<file path="config.mk">
export PLATFORM = sky130hd
export DESIGN_NAME = kypd_bpm_entry
export DESIGN_NICKNAME = d
export VERILOG_FILES = /design/src/rtl/kypd_bpm_entry.sv
export SDC_FILE = /design/constraint.sdc
export NUM_CORES = 1
export LEC_CHECK = 0
export ABC_CLOCK_PERIOD_IN_PS = 21000
export CORE_MARGIN = 5
export CORE_UTILIZATION = 50
export DETAILED_ROUTE_END_ITERATION = 10
export PLACE_DENSITY = 0.69
export SYNTH_ARGS = -nofsm -noshare
export SYNTH_HDL_FRONTEND = slang
export SYNTH_SLANG_ARGS = --single-unit
</file>
<file path="constraint.sdc">
create_clock -name clk -period 21 [get_ports clk]
set_input_delay 2.1 -clock clk [delete_from_list [all_inputs] [get_ports clk]]
set_output_delay 2.1 -clock clk [all_outputs]
set_load 0.005 [all_outputs]
</file>
<file path="src/rtl/kypd_bpm_entry.sv">
// ============================================================================
// kypd_bpm_entry : PmodKYPD scanner/debouncer with three-digit BPM entry
// Revision: 1.0
// ============================================================================
`default_nettype none

module kypd_bpm_entry #(
  parameter int SCAN_CYCLES    = 100000,
  parameter int DEBOUNCE_SCANS = 4,
  parameter int BPM_MIN        = 40,
  parameter int BPM_MAX        = 240,
  parameter int BPM_DEFAULT    = 120
) (
  input  logic       clk,
  input  logic       rst_n,
  input  logic [3:0] row,
  output logic [3:0] col,
  output logic       key_valid,
  output logic [3:0] key_code,
  output logic [3:0] DispVal,
  output logic [3:0] DispVal2,
  output logic [3:0] DispVal3,
  output logic [9:0] bpm_value,
  output logic       bpm_load,
  output logic       entry_err
);

  localparam int                SCAN_W    = (SCAN_CYCLES > 1) ? $clog2(SCAN_CYCLES) : 1;
  localparam int                DEB_W     = $clog2(DEBOUNCE_SCANS + 1);
  localparam logic [SCAN_W-1:0] SCAN_LAST = SCAN_W'(SCAN_CYCLES - 1);
  localparam logic [DEB_W-1:0]  DEB_DONE  = DEB_W'(DEBOUNCE_SCANS);
  localparam logic [9:0]        BPM_MIN_V = 10'(BPM_MIN);
  localparam logic [9:0]        BPM_MAX_V = 10'(BPM_MAX);
  localparam logic [9:0]        BPM_DEF_V = 10'(BPM_DEFAULT);

  typedef enum logic [0:0] {ST_IDLE = 1'b0, ST_PRESSED = 1'b1} state_t;

  // Shift-add-3 conversion; valid for inputs up to 999.
  function automatic logic [11:0] to_bcd(input logic [9:0] bin);
    logic [21:0] s;
    s = {12'd0, bin};
    for (int i = 0; i < 10; i++) begin
      if (s[13:10] >= 4'd5) s[13:10] = s[13:10] + 4'd3;
      if (s[17:14] >= 4'd5) s[17:14] = s[17:14] + 4'd3;
      if (s[21:18] >= 4'd5) s[21:18] = s[21:18] + 4'd3;
      s = s << 1;
    end
    return s[21:10];
  endfunction

  function automatic logic [3:0] key_map(input logic [1:0] r, input logic [1:0] c);
    logic [3:0] code;
    case ({r, c})
      4'h0: code = 4'h1;  4'h1: code = 4'h2;  4'h2: code = 4'h3;  4'h3: code = 4'hA;
      4'h4: code = 4'h4;  4'h5: code = 4'h5;  4'h6: code = 4'h6;  4'h7: code = 4'hB;
      4'h8: code = 4'h7;  4'h9: code = 4'h8;  4'hA: code = 4'h9;  4'hB: code = 4'hC;
      4'hC: code = 4'h0;  4'hD: code = 4'hF;  4'hE: code = 4'hE;  default: code = 4'hD;
    endcase
    return code;
  endfunction

  logic [3:0]        row_meta_q, row_s_q;
  logic [SCAN_W-1:0] scan_cnt_q;
  logic [1:0]        col_idx_q;
  logic [1:0]        acc_cnt_q;
  logic [3:0]        acc_code_q;

  logic [1:0] w_lows, w_row_idx, w_merged_cnt;
  logic [2:0] w_sum;
  logic [3:0] w_merged_code;
  logic       w_sample, w_frame_done, w_single;

  assign col = ~(4'b0001 << col_idx_q);

  always_comb begin
    w_lows    = 2'd0;
    w_row_idx = 2'd0;
    for (int r = 0; r < 4; r++) begin
      if (!row_s_q[r]) begin
        if (w_lows != 2'd2) w_lows = w_lows + 2'd1;
        w_row_idx = 2'(r);
      end
    end
  end

  // Low-row count across the frame saturates at 2: anything above one key is MULTI.
  assign w_sum         = {1'b0, acc_cnt_q} + {1'b0, w_lows};
  assign w_merged_cnt  = (w_sum >= 3'd2) ? 2'd2 : w_sum[1:0];
  assign w_merged_code = (acc_cnt_q == 2'd0 && w_lows != 2'd0) ? key_map(w_row_idx, col_idx_q)
                                                               : acc_code_q;
  assign w_sample      = (scan_cnt_q == SCAN_LAST);
  assign w_frame_done  = w_sample && (col_idx_q == 2'd3);
  assign w_single      = (w_merged_cnt == 2'd1);

  always_ff @(posedge clk) begin
    if (!rst_n) begin
      row_meta_q <= 4'hF;
      row_s_q    <= 4'hF;
      scan_cnt_q <= '0;
      col_idx_q  <= 2'd0;
      acc_cnt_q  <= 2'd0;
      acc_code_q <= 4'h0;
    end else begin
      row_meta_q <= row;
      row_s_q    <= row_meta_q;
      if (w_sample) begin
        scan_cnt_q <= '0;
        col_idx_q  <= col_idx_q + 2'd1;
        acc_cnt_q  <= w_frame_done ? 2'd0 : w_merged_cnt;
        acc_code_q <= w_frame_done ? 4'h0 : w_merged_code;
      end else begin
        scan_cnt_q <= scan_cnt_q + SCAN_W'(1);
      end
    end
  end

  state_t           state_q, state_d;
  logic [DEB_W-1:0] deb_cnt_q, deb_cnt_d, w_cnt_inc;
  logic [3:0]       cand_q, cand_d;
  logic             key_valid_q, key_valid_d;
  logic [3:0]       key_code_q, key_code_d;

  always_comb begin
    state_d     = state_q;
    deb_cnt_d   = deb_cnt_q;
    cand_d      = cand_q;
    key_valid_d = 1'b0;
    key_code_d  = key_code_q;
    w_cnt_inc   = deb_cnt_q + DEB_W'(1);
    if (w_frame_done) begin
      case (state_q)
        ST_IDLE: begin
          if (w_single) begin
            if (!(w_merged_code == cand_q && deb_cnt_q != '0)) w_cnt_inc = DEB_W'(1);
            cand_d = w_merged_code;
            if (w_cnt_inc == DEB_DONE) begin
              state_d     = ST_PRESSED;
              deb_cnt_d   = '0;
              key_valid_d = 1'b1;
              key_code_d  = w_merged_code;
            end else begin
              deb_cnt_d = w_cnt_inc;
            end
          end else begin
            deb_cnt_d = '0;
          end
        end
        default: begin
          // While held, only a run of empty/multi frames counts; any single key restarts it.
          if (w_single) begin
            deb_cnt_d = '0;
          end else if (w_cnt_inc == DEB_DONE) begin
            state_d   = ST_IDLE;
            deb_cnt_d = '0;
          end else begin
            deb_cnt_d = w_cnt_inc;
          end
        end
      endcase
    end
  end

  always_ff @(posedge clk) begin
    if (!rst_n) begin
      state_q     <= ST_IDLE;
      deb_cnt_q   <= '0;
      cand_q      <= 4'h0;
      key_valid_q <= 1'b0;
      key_code_q  <= 4'h0;
    end else begin
      state_q     <= state_d;
      deb_cnt_q   <= deb_cnt_d;
      cand_q      <= cand_d;
      key_valid_q <= key_valid_d;
      key_code_q  <= key_code_d;
    end
  end

  logic [3:0]  hund_q, tens_q, ones_q, hund_d, tens_d, ones_d;
  logic [9:0]  bpm_q, bpm_d;
  logic        load_q, load_d, err_q, err_d;
  logic [9:0]  w_entry_v;
  logic [11:0] w_bpm_bcd;

  assign w_entry_v = 10'd100 * {6'd0, hund_q} + 10'd10 * {6'd0, tens_q} + {6'd0, ones_q};
  assign w_bpm_bcd = to_bcd(bpm_q);

  always_comb begin
    hund_d = hund_q;
    tens_d = tens_q;
    ones_d = ones_q;
    bpm_d  = bpm_q;
    load_d = 1'b0;
    err_d  = 1'b0;
    if (key_valid_q) begin
      if (key_code_q <= 4'd9) begin
        hund_d = tens_q;
        tens_d = ones_q;
        ones_d = key_code_q;
      end else if (key_code_q == 4'hC) begin
        hund_d = 4'd0;
        tens_d = 4'd0;
        ones_d = 4'd0;
      end else if (key_code_q == 4'hA) begin
        if (w_entry_v >= BPM_MIN_V && w_entry_v <= BPM_MAX_V) begin
          bpm_d  = w_entry_v;
          load_d = 1'b1;
        end else begin
          err_d                  = 1'b1;
          {hund_d, tens_d, ones_d} = w_bpm_bcd;
        end
      end
    end
  end

  always_ff @(posedge clk) begin
    if (!rst_n) begin
      {hund_q, tens_q, ones_q} <= to_bcd(BPM_DEF_V);
      bpm_q                    <= BPM_DEF_V;
      load_q                   <= 1'b0;
      err_q                    <= 1'b0;
    end else begin
      hund_q <= hund_d;
      tens_q <= tens_d;
      ones_q <= ones_d;
      bpm_q  <= bpm_d;
      load_q <= load_d;
      err_q  <= err_d;
    end
  end

  assign key_valid = key_valid_q;
  assign key_code  = key_code_q;
  assign DispVal   = hund_q;
  assign DispVal2  = tens_q;
  assign DispVal3  = ones_q;
  assign bpm_value = bpm_q;
  assign bpm_load  = load_q;
  assign entry_err = err_q;

endmodule

`default_nettype wire

</file>
Word level (Yosys, flattened, before mapping)
Memories as Yosys holds them, arrays and structs flattened.
Cells that the tools add are included.

operators by class
  $add $sub $neg = 33
  multiply operators = 2
  magnitude comparators = 28
  equal/unequal tests = 12
  shifts and indexed selects = 1
  multiplexer cells = 66
  bitwise gates (word level) = 8
  reduce and logical (&&, ||, !) cells = 15

operators with widths
  cell                                                                 count
  two-way mux 4 bit                                                    29
  greater-or-equal comparator 4 x 3 -> 1 bit (second input constant)   21
  adder 4 x 2 -> 4 bit (second input constant)                         15
  two-way mux 3 bit                                                    18
  two-way mux 2 bit                                                    10
  adder 3 x 2 -> 3 bit (second input constant)                         6
  adder 17 x 1 -> 17 bit (second input constant)                       1
  equality test 17 bit (second input constant)                         1
  adder 10 x 4 -> 10 bit                                               1
  adder 10 x 8 -> 10 bit                                               1
  greater-or-equal comparator 10 x 6 -> 1 bit (second input constant)  1
  less-or-equal comparator 10 x 8 -> 1 bit (second input constant)     1
  two-way mux 1 bit                                                    9
  adder 2 x 1 -> 2 bit (second input constant)                         4
  equality test 4 bit (second input constant)                          2
  multiplier 5 x 4 -> 8 bit (first input constant)                     1
  multiplier 3 x 4 -> 7 bit (first input constant)                     1
  NOT 1 bit                                                            7
  adder 1 x 2 -> 3 bit (both inputs constant)                          2
  equality test 3 bit (second input constant)                          2
  greater-or-equal comparator 1 x 3 -> 1 bit (both inputs constant)    2
  != test 2 bit (second input constant)                                3
  AND reduction 3 bit                                                  2
  nonzero test 3 bit                                                   2
  other kinds (20)                                                     23

storage, ports and cells
  register bits = 70
  ROM bits = 64
  input port bits = 6
  output and inout bits = 33
  word-level logic and storage cells = 183
  memories = 1

memories
  name              words  width  read ports  clocked after Yosys merged registers in  write ports  RTL line  RTL
  (name not given)  16     4      1           0                                        0            53        case ({r, c})

Longest topological paths before layout
  depth in word-level cells = 23
  gate-level depth with buffers = 39
  gate-level depth less buffers = 38

Least setup slack after synthesis
Ideal clock, no wire load.

  kind = flip-flop to flip-flop
  start = register bpm_q[8] (netlist: bpm_value[8])
  end = register tens_q[1] (netlist: DispVal2[1])
  setup time = 0.081 ns
  arrival = 6.790 ns
  required time = 20.919 ns
  path slack = 14.129 ns
  stages on the path, launching flop included = 39
  path buffers = 1
  period minus slack after synthesis = 6.871 ns
  path through = dfxtp_1 > buf_4 > inv_1 > ha_1 > o21ai_1 > xnor2_1 > inv_1 > ha_1 > nand2b_1 > a32oi_4 > xnor2_1 > inv_1 > ha_1 > nor2b_1 > nor3_1 > a31oi_1 > ha_1 > inv_1 > [3 not listed] > o211a_1 > or2_2 > inv_1 > ha_1 > o31ai_1 > nand2_1 > mux2_2 > inv_1 > ha_1 > or2_2 > mux2i_1 > o211ai_1 > mux2i_2 > ha_1 > inv_1 > a221oi_1 > o221ai_1 > a41oi_1

on the way
  cells in the longest elaborated chain, start to end = 20
  elaborated cells on any way between the ends = 46
  classes of those cells = 14 x add/sub; 14 x order compare; 18 x mux

ends and longest elaborated chain
  element                                                                                    RTL line  RTL
  from (decl)                                                                                180       logic [9:0] bpm_q, bpm_d;
  from (signal assigned)                                                                     226       bpm_q <= bpm_d;
  adder 4 x 2 -> 4 bit / greater-or-equal comparator 4 x 3 -> 1 bit (equally long branches)  43        if (s[13:10] >= 4'd5) s[13:10] = s[13:10] + 4'd3;
  two-way mux 4 bit *                                                                        43
  adder 4 x 2 -> 4 bit (tied with other cells)                                               43
  two-way mux 4 bit (on tied branches)                                                       43, 44
  adder 4 x 2 -> 4 bit (tied with other cells)                                               43
  two-way mux 4 bit (on tied branches)                                                       43, 44
  greater-or-equal comparator 4 x 3 -> 1 bit (tied with other cells)                         43
  two-way mux 4 bit (on tied branches)                                                       43, 44
  [4 not listed]                                                                             n/a
  adder 4 x 2 -> 4 bit (tied with other cells)                                               43
  two-way mux 4 bit (on tied branches)                                                       43, 44
  adder 4 x 2 -> 4 bit / greater-or-equal comparator 4 x 3 -> 1 bit (equally long branches)  44        if (s[17:14] >= 4'd5) s[17:14] = s[17:14] + 4'd3;
  two-way mux 4 bit *                                                                        44
  two-way mux 4 bit *                                                                        205       if (w_entry_v >= BPM_MIN_V && w_entry_v <= BPM_MAX_V) begin
  two-way mux 4 bit *                                                                        204       end else if (key_code_q == 4'hA) begin
  two-way mux 4 bit *                                                                        200       end else if (key_code_q == 4'hC) begin
  two-way mux 4 bit *                                                                        196       if (key_code_q <= 4'd9) begin
  to (signal assigned)                                                                       218       {hund_q, tens_q, ones_q} <= to_bcd(BPM_DEF_V);
  to (signal assigned)                                                                       224       tens_q <= tens_d;
  to (decl)                                                                                  179       logic [3:0] hund_q, tens_q, ones_q, hund_d, tens_d, ones_d;

Mark *: on every way between the ends. The rest lies on a longest branch, timed or not. The select of a mux whose other input is x is not followed.
A chain may end at the register's enable or synchronous reset.

Final worst setup path
Ends and elaborated chain as after synthesis.

==> metrics.txt <==
dominant cells by area after synthesis=dfxtp_1, ha_1, o21ai_0, mux2i_1, inv_1; EDFF count, synth=0; syn nets=785; Fmax=124 MHz; Crit Path Class=reg2reg; max-cap viol count=0; pwr dens=48.2 nW/um2; Core Footprint=11300 um2; max_slew headroom=23.7%; most frequent CP cell=ha_1; Via density=5.89; gr usage total=21.3%; WL/cell=15.6 um; Post-Syn Area=5730 um2; clk buf depth=2; Syn Inst Count=721; Final period util=38.4%; status=finished, final reports clean; crit path DAT=8.31 ns; commonest cells in the netlist=dfxtp_1, inv_1, nor2_1; FFs w/ async S/R, synth=0%; postcts setup bufs=0; Critical Path RT=21.25 ns; Port Buffers=38; Root Buffer Master=clkbuf_16; Yosys top cell area share=24.5%; diodes inserted=0; H-tree depth=3; Die Width=117 um; GR Overflow Total=0; worst-skew pair later-pin latency=0.34 ns; Die Span Y=117 um; routability cong.=0.903; Worst IR Drop VDD=0.0000517 V; final instance area=6520 um2; post-detail-place hpwl=10300 um; Cell Area, Placed=6200 um2; synth unique cells=75; minimum clock period=8.06 ns; clock sinks=70; largest net degree at the start of global routing=54; CP max stage delay=0.54 ns; Max Fanout on Critical Path=11; share of layout cells above drive strength 1=5.47%; drt initial violations=505; initial antenna violation count=0; Rows=39; Worst setup EP type=register; cell leakage power=2.74 nW; final setup violating endpoints=0; hold crit path type=reg2reg; vias in the first global route=5112; # hold bufs at CTS=0; # DRC=0; clock transition at the registers of the reported paths=0.06 ns; post-CTS sizing=0; endpoints failing hold=0; largest family of logic cells by synthesized area=compound AO/OA/AOI/OAI gates; worst-margin pin slew=1.14 ns; Most used DFF post-synth=dfxtp_1; Fin Setup TNS=0 ns; final WL=14000 um; multiplexer share of the synthesized area=5.61%; Die ar.=13700 um2; fin nets=809; post-synthesis xor/xnor area fraction=5.87%; first-pass GRT wire length=23800 um; CTS buffer count=9; final hold slack=0.409 ns; Routed Antenna Nets=0; number of detailed-route iterations in the first pass=6; Layout Skew=0.0103 ns; Synth Area in Simple Gates=22.1%; sequential element share of the synthesized area=24.5%; CTS tree=yes; Yosys reg bits=70; Ports=39; via count=5258; Warnings, synthesis=0; Starting Density=50.6%; final count of pins violating max slew=0; top-count cell post-synth=dfxtp_1; Mapped Avg Cell Area=7.95 um2; Critical Path Start Type=register; fraction of the mapped netlist area in adder cells=13.4%; RSZ-0062 raised after global routing=no; Slowest-stage cell, CP=dfxtp_1; area leader, netlist=dfxtp_1; Layout area overhead=13.8%; post-synthesis compound-gate area fraction=22.5%
layout by cell type (no fill, tap or decap), types with 9 or more instances in the layout:
cell type,count
xnor2_1,20
mux2i_1,24
nand2b_1,13
clkbuf_16,9
dfxtp_1,70
a21oi_1,41
o211ai_1,9
or3_1,10
a31oi_1,16
and2_1,21
nor3_1,9
nand3_1,20
nor2_1,58
xor2_1,14
ha_1,52
nand2_1,54
inv_1,59
o21ai_0,50
nor2b_1,15
clkdlybuf4s50_1,38
where the power goes:
part	total (W)	switching [W]	internal (W)
logic	0.0000121	0.00000693	0.00000518
clock network	0.000167	0.0000624	0.000105
registers	0.000135	0.00000107	0.000134
total	0.000314	0.0000704	0.000244
worst max-delay path, delay by kind of cell (launching register included):
kind / cells / cell delay [ns]
AOI/OAI and AO/OA: 11 / 2.41
xor gates and xnor gates: 2 / 0.37
adders and majority gates: 8 / 1.90
DFF: 1 / 0.54
buffers and inverters: 7 / 0.72
and+or+nand+nor: 6 / 1.33
muxes: 3 / 0.68
final timing paths:
check / startpoint / endpoint / slack (ns) / cells after the start
worst min-delay path: row_meta_q[2]$_SDFF_PN1_ / row_s_q[2]$_SDFF_PN1_ / 0.41 / 1
worst max-delay path: bpm_value[8]$_SDFFE_PN0P_ / DispVal2[1]$_SDFFE_PN1P_ / 12.94 / 37
worst min register to register: row_meta_q[2]$_SDFF_PN1_ / row_s_q[2]$_SDFF_PN1_ / 0.41 / 1
worst max register to register: bpm_value[8]$_SDFFE_PN0P_ / DispVal2[1]$_SDFFE_PN1P_ / 12.94 / 37
layout make-up:
cell class              instances  area (um2)
fillers                      1066        4800
multi-input cells             562        3980
flip-flops and latches         70        1400
repair buffers                 43         418
clock buffers                  10         229
inverters                      59         221
well taps                     143         179
clock inverters                 6        93.8
sequential cells by signal, summed over array words and instances (netlist names):
register    flops
bpm_value      10
bpm_load        1
col_idx_q       2
row_s_q         4
row_meta_q      4
scan_cnt_q     17
key_code        4
acc_cnt_q       2
cand_q          4
deb_cnt_q       3
entry_err       1
key_valid       1
DispVal         4
acc_code_q      4
DispVal2        4
DispVal3        4
state_q         1
kinds of logic after synthesis:
group                      after synthesis
buffers and inverters                   89
DFF                                     70
and+or+nand+nor                        245
adders and majority gates               58
AOI/OAI and AO/OA                      194
xor gates and xnor gates                36
muxes                                   29
metrics by stage:
stage	setup WS [ns]	util, %	total power, W	std cells
final	12.94	57.6	0.000314	893
after global routing	12.29	57.6	0.000326	893
after CTS	13.06	57.6	0.000317	893
after detailed placement	13.09	54.8	0.000150	877
after global placement	13.62	54.8	0.000150	877
after floorplan	14.13	-	0.000147	721
routing by layer:
metal  share of wire [%]  track usage [%]  up-vias
met5                   0                0        -
met2                  47             34.4      140
li1                    -                -     2615
met1                  48             28.7     2475
met3                 3.7             3.19       28
met4                 2.1             8.56        0
Note: power is estimated with default switching activity, not from simulation.
